[src/rtl/uart_rx_fifo_controller.sv]
// RX-side FIFO feeder: a one-byte holding register absorbs FIFO back-pressure, and
// bytes that arrive while it is occupied are dropped and counted. Optional: UART_RX_FRAME_CHECK_EN.
module uart_rx_fifo_controller #(
  parameter int WIDTH = 8,
  parameter int CNT_W = 8
) (
  input  logic             clk,
  input  logic             i_reset,
  input  logic             i_rx_enable,
  input  logic             i_dv,
  input  logic [WIDTH-1:0] i_data,
  input  logic             i_frame_err,
  input  logic             i_full,
  input  logic             i_clear,
  output logic             o_w_en,
  output logic [WIDTH-1:0] o_w_data,
  output logic             o_overflow,
  output logic [CNT_W-1:0] o_drop_count,
  output logic [CNT_W-1:0] o_frame_err_count
);
  // state  | meaning
  // IDLE   | holding register empty, waiting for a strobe
  // WRITE  | byte held, FIFO write issued next edge unless full
  // PEND   | byte held, waiting for FIFO to leave full
  // SETTLE | write in flight; a new byte may be captured
  typedef enum logic [1:0] {IDLE, WRITE, PEND, SETTLE} state_t;

  localparam logic [CNT_W-1:0] CNT_MAX = '1;

  state_t           state, state_next;
  logic [WIDTH-1:0] mem;
  logic             accept, fe_ev, load, w_en_next, drop_ev;
  logic [CNT_W-1:0] drop_base, drop_next;

`ifdef UART_RX_FRAME_CHECK_EN
  assign accept = i_dv & ~i_frame_err;
  assign fe_ev  = i_dv & i_frame_err;
`else
  assign accept = i_dv;
  assign fe_ev  = i_frame_err & 1'b0;
`endif

  always_comb begin
    state_next = state;
    load       = 1'b0;
    w_en_next  = 1'b0;
    drop_ev    = 1'b0;
    case (state)
      IDLE, SETTLE: begin
        if (accept && i_rx_enable) begin
          load       = 1'b1;
          state_next = WRITE;
        end else begin
          state_next = IDLE;
        end
      end
      WRITE: begin
        drop_ev = accept;
        if (i_full) begin
          state_next = PEND;
        end else begin
          w_en_next  = 1'b1;
          state_next = SETTLE;
        end
      end
      PEND: begin
        drop_ev = accept;
        if (!i_full) state_next = WRITE;
      end
      default: state_next = IDLE;
    endcase
  end

  // Clear takes effect first, so a same-cycle event lands on a zeroed counter.
  always_comb begin
    drop_base = i_clear ? '0 : o_drop_count;
    drop_next = (drop_ev && drop_base != CNT_MAX) ? drop_base + CNT_W'(1) : drop_base;
  end

  always_ff @(posedge clk) begin
    if (i_reset) begin
      state        <= IDLE;
      mem          <= '0;
      o_w_en       <= 1'b0;
      o_overflow   <= 1'b0;
      o_drop_count <= '0;
    end else begin
      state        <= state_next;
      o_w_en       <= w_en_next;
      o_drop_count <= drop_next;
      o_overflow   <= drop_ev | (o_overflow & ~i_clear);
      if (load) mem <= i_data;
    end
  end

  assign o_w_data = mem;

`ifdef UART_RX_FRAME_CHECK_EN
  logic [CNT_W-1:0] fe_base;

  assign fe_base = i_clear ? '0 : o_frame_err_count;

  always_ff @(posedge clk) begin
    if (i_reset) begin
      o_frame_err_count <= '0;
    end else if (fe_ev && fe_base != CNT_MAX) begin
      o_frame_err_count <= fe_base + CNT_W'(1);
    end else begin
      o_frame_err_count <= fe_base;
    end
  end
`else
  assign o_frame_err_count = {CNT_W{fe_ev}};
`endif

endmodule

[config.mk]
export PLATFORM = sky130hd
export DESIGN_NAME = uart_rx_fifo_controller
export DESIGN_NICKNAME = d
export VERILOG_FILES = /design/src/rtl/uart_rx_fifo_controller.sv
export SDC_FILE = /design/constraint.sdc
export NUM_CORES = 1
export LEC_CHECK = 0
export ABC_CLOCK_PERIOD_IN_PS = 1500
export CAP_MARGIN = 20
export CORE_ASPECT_RATIO = 0.8
export CORE_MARGIN = 1
export CORE_UTILIZATION = 38
export CTS_BUF_LIST = sky130_fd_sc_hd__clkbuf_8
export DETAILED_ROUTE_END_ITERATION = 8
export MAX_ROUTING_LAYER = met4
export PLACE_DENSITY = 0.81
export SETUP_SLACK_MARGIN = 0.4
export SYNTH_ARGS = -nofsm -noshare
export SYNTH_HDL_FRONTEND = slang
export SYNTH_SLANG_ARGS = --single-unit
export TNS_END_PERCENT = 10
[constraint.sdc]
create_clock -name clk -period 1.5 [get_ports clk]
set_input_delay 0.3 -clock clk [delete_from_list [all_inputs] [get_ports clk]]
set_output_delay 0.3 -clock clk [all_outputs]
set_load 0.005 [all_outputs]
# Word level (Yosys, flattened, before mapping)
# Index checks and enable logic that the tools add are counted.
[word_totals]
reg_bits = 20
latchBits = 0
ram_bits = 0
romBits = 0
input_bits = 15
out_inout_bits = 26
word_cells = 31
n_memories = 0
[classes]
n_addsub = 1
n_mul = 0
n_div = 0
magnitude_cmp = 0
n_eq_ne = 5
shift = 0
mux = 10
bitwise_logic = 4
reduce_logical = 6
[ops]
columns = ["operator", "count"]
rows = [
  ["8-bit 2-to-1 mux", 2],
  ["8-bit by 1-bit adder with 8-bit output (second input constant)", 1],
  ["8-bit inequality test (second input constant)", 1],
  ["1-bit 2-to-1 mux", 6],
  ["2-bit one-hot mux with 3 select lines", 1],
  ["2-bit OR reduction", 3],
  ["2-bit == test (second input constant)", 2],
  ["2-bit by 1-bit == test with 1-bit output (second input constant)", 1],
  ["1-bit logical AND", 2],
  ["2-bit logical NOT", 1],
  ["2-bit 2-to-1 mux", 1],
  ["2-bit inequality test (second input constant)", 1],
  ["1-bit NOT", 2],
  ["1-bit AND", 1],
  ["1-bit OR", 1],
]

# Depth between registers and ports, before layout
[logic_depth]
depth_word = 5
mapped_depth = 6
mapped_depth_nobuf = 5

# Worst setup path after synthesis
# OpenSTA, ideal clock, no wires.
[synth_path]
path_kind = "flip-flop to flip-flop"
startpoint = "reg state[0]"
endpoint = "reg o_drop_count[3]"
setup_time_ns = 0.069
t_arrival_ns = 1.419
path_slack_ns = 0.012
stages_incl_launch_ff = 6
period_less_slack_ns = 1.488
path_cell_list = "dfxtp_1 > inv_1 > ha_1 > nand4b_1 > or4_1 > o21ai_1"
[synth_between]
elab_chain_len = 5
word_cells_on_any_way = 6
classes_between = "eq/ne (2); mux (2); reduce/logical (2)"
[synth_rtl]
columns = ["element", "line_no", "text"]
rows = [
  ["start, declared", "30", "state_t state, state_next;"],
  ["start signal, assigned", "88", "state <= state_next;"],
  ["2-bit == test or 2-bit by 1-bit == test with 1-bit output (tied branches)", "48", "case (state)"],
  ["2-bit OR reduction (no line) (*)", "-", ""],
  ["1-bit 2-to-1 mux (*)", "48", ""],
  ["1-bit logical AND (*)", "77", "drop_next = (drop_ev && drop_base != CNT_MAX) ? drop_base + CNT_W'(1) : drop_base;"],
  ["8-bit 2-to-1 mux (*)", "77", ""],
  ["end signal, assigned", "90", "o_drop_count <= drop_next;"],
  ["end, declared", "18", "output logic [CNT_W-1:0] o_drop_count,"],
]
# Every way passes the cells marked *; elsewhere a longest branch is shown, timed or not.
# A chain may end at the register's enable or synchronous reset.

# Worst setup path after layout
# Same ends and word-level chain as after synthesis.

==> metrics.txt <==
fraction of layout cells with a size suffix above 1 0.2345; slowest CP cell or4_1; unrepaired setup endpoints after global routing yes; total of max-cap violations 0; Area Overhead vs Synth 57.04%; slowest cell delay on critical path 0.44 ns; Netlist Area Pre-Place 905.9 um2; die width 56.59 um; Reg clk slew, reported paths 0.07 ns; crit path cell chain inv_2 -> ha_4 -> nand4b_1 -> or4_1 -> o21ai_1; CP arrival 1.63 ns; routed len/inst 13.69 um; crit path kind flop to flop; part of the cycle the worst path needs 0.9650; Mapped Cells 107; final hold viol count 0; vias in the first global route 819; chip height 45.67 um; register bit total from synthesis 20; Final Instance Area 0.001423 mm2; TritonCTS buffer count 3; most frequent cells in the layout nand2_1 (20), dlymetal6s2s_1 (16), clkdlybuf4s50_1 (13); HPWL Detailed 1519 um; global-route wire length before repair 3691 um; Total Power 1.112 mW; # clock sinks 20; Crit Path Max Fanout 6; Final Skew 0.002976 ns; Remaining Overflow, GRT 0; warnings from Yosys 0; vias per cell 5.118; root buffer cell clkbuf_8; beginning of the worst register-to-register path state[0]$_SDFFE_PP0P_; worst vdd ir 0.6481 mV; 1st-iter DRT viols 23; fin nets 164; total die area 0.002584 mm2; # diodes 0; routability cong. 0.7817; min Tclk post-route 1.448 ns; CP Capture Type flop; mean post-synth cell area 8.466 um2; Leak 0.8107 nW; Starting Density 0.4125; element type at the critical path start flop; Final ANT Viol Nets 0; Core ar. 0.002196 mm2; htree depth 1; antenna violations before repair 0; TritonCTS clock tree built; Util after Layout 0.6479; port bufs 31; Min-Delay Path Class flop to flop; drt drc 0; vias post-DR 870; total track usage 0.2006; Cell Area, Placed 0.001234 mm2; Reg2Reg Setup Slack 0.05 ns; # rows 15; largest net degree at the start of global routing 16; Hold Crit Start o_w_data[7]$_SDFFE_PP0P_; most common cell after layout, fill and taps aside nand2_1; FILL cells 167; sequential fraction of the synthesis area 0.4420; Critical Path RT 1.69 ns; Pre-Repair DR Iteration Count 4; Slew Viols, Final 0; Final Setup Violations 0; CP startpoint state[0]$_SDFFE_PP0P_; PD cells 781.9 mW/mm2; Fmax 0.6908 GHz; Routed WL 2327 um; CTS max path bufs 2; Top Ports 41; worst-skew pair later-pin latency 0.26 ns; # hold bufs at CTS 0; status finished, final reports clean; Yosys cell types 30
[final timing paths]
kind / cells past startpoint / to
worst max-delay path: 5 / o_drop_count[3]$_SDFF_PP0_
worst max register to register: 5 / o_drop_count[3]$_SDFF_PP0_
worst min-delay path: 2 / o_w_data[7]$_SDFFE_PP0P_
worst min register to register: 2 / o_w_data[7]$_SDFFE_PP0P_
[state kept, by name (all words and copies together) (netlist names)]
register,count
state,2
o_drop_count,8
o_w_data,8
o_w_en,1
o_overflow,1
[power breakdown]
part	switching, mW	internal [mW]	leakage (nW)
combinational	0.0664	0.0815	0.614
sequential	0.0102	0.544	0.168
clock	0.177	0.234	0.0288
total	0.253	0.859	0.811
[worst max-delay path, delay by kind of cell, from the launching register on]
kind	cells	cell delay [ns]
DFF	1	0.34
AOI/OAI and AO/OA	1	0.10
and+or+nand+nor	2	0.67
buffers and inverters	1	0.04
adders and majority gates	1	0.22
[layer usage]
metal  global-route usage  part of all wire  up-vias
li1                     -                 -      430
met1               0.2321              0.45      412
met2               0.3271              0.49       23
met3              0.06250             0.041        5
met4              0.08780             0.014        0
met5                    -                 0        -
[cells in the mapped netlist, drive strengths merged]
| master | count | area (um2) |
|---|---|---|
| dfxtp | 20 | 400.4 |
| nand2 | 20 | 75.07 |
| a21oi | 13 | 65.06 |
| buf | 8 | 60.06 |
| a211oi | 5 | 37.54 |
| inv | 5 | 18.77 |
| clkbuf | 4 | 16.26 |
| ha | 3 | 37.54 |
| nand2b | 3 | 18.77 |
| nor2 | 3 | 11.26 |
| and3b | 2 | 17.52 |
| nand3 | 2 | 10.01 |
| nand4b | 2 | 17.52 |
| nor2b | 2 | 12.51 |
| o21ai | 2 | 10.00 |
| a21o | 1 | 7.510 |
| a311oi | 1 | 8.760 |
| a41oi | 1 | 8.760 |
| and3 | 1 | 6.260 |
| and4 | 1 | 8.760 |
| and4b | 1 | 10.01 |
| conb | 1 | 3.750 |
| mux2i | 1 | 10.01 |
| nand4 | 1 | 6.260 |
| nor3 | 1 | 5.000 |
| o22ai | 1 | 6.260 |
| or2 | 1 | 8.760 |
| or4 | 1 | 7.510 |
[final cells by class]
cell class / instances / area [um2] / area share
inverters: 5 / 18.77 / 0.01319
well taps: 25 / 31.28 / 0.02199
multi-input cells: 77 / 489.2 / 0.3439
clock buffers: 4 / 55.05 / 0.03870
flip-flops and latches: 20 / 420.4 / 0.2955
repair buffers: 39 / 407.9 / 0.2867
[repair_timing]
action                                  in CTS  in global routing
gates cloned                                 0                  0
pin swaps                                    4                  8
endpoints found under the setup margin      35                 35
gates resized for setup                     13                 29
setup buffers                                5                  0
[through the flow]
stage               std cells  worst slack [ns]  setup TNS, ns  hold slack (ns)
global route              170         -0.003173      -0.003173           0.4876
finish                    170           0.05243              0           0.4562
global placement          161           -0.1644        -0.5676           0.4425
CTS                       170           0.06513              0           0.4632
detailed placement        161           -0.2604         -1.127           0.4538
floorplan                 114            0.1359              0           0.3653
[cell families (layout without fill, tap and decap cells)]
family          after synthesis  in the layout  synth area share
compound gates               24             24            0.1588
other cells                   1              8          0.004140
simple gates                 41             41            0.2376
buf+inv                      17             48            0.1050
fa+ha+maj                     3              3           0.04144
mux                           1              1           0.01105
flops                        20             20            0.4420
Power figures use the tool's default switching activity.
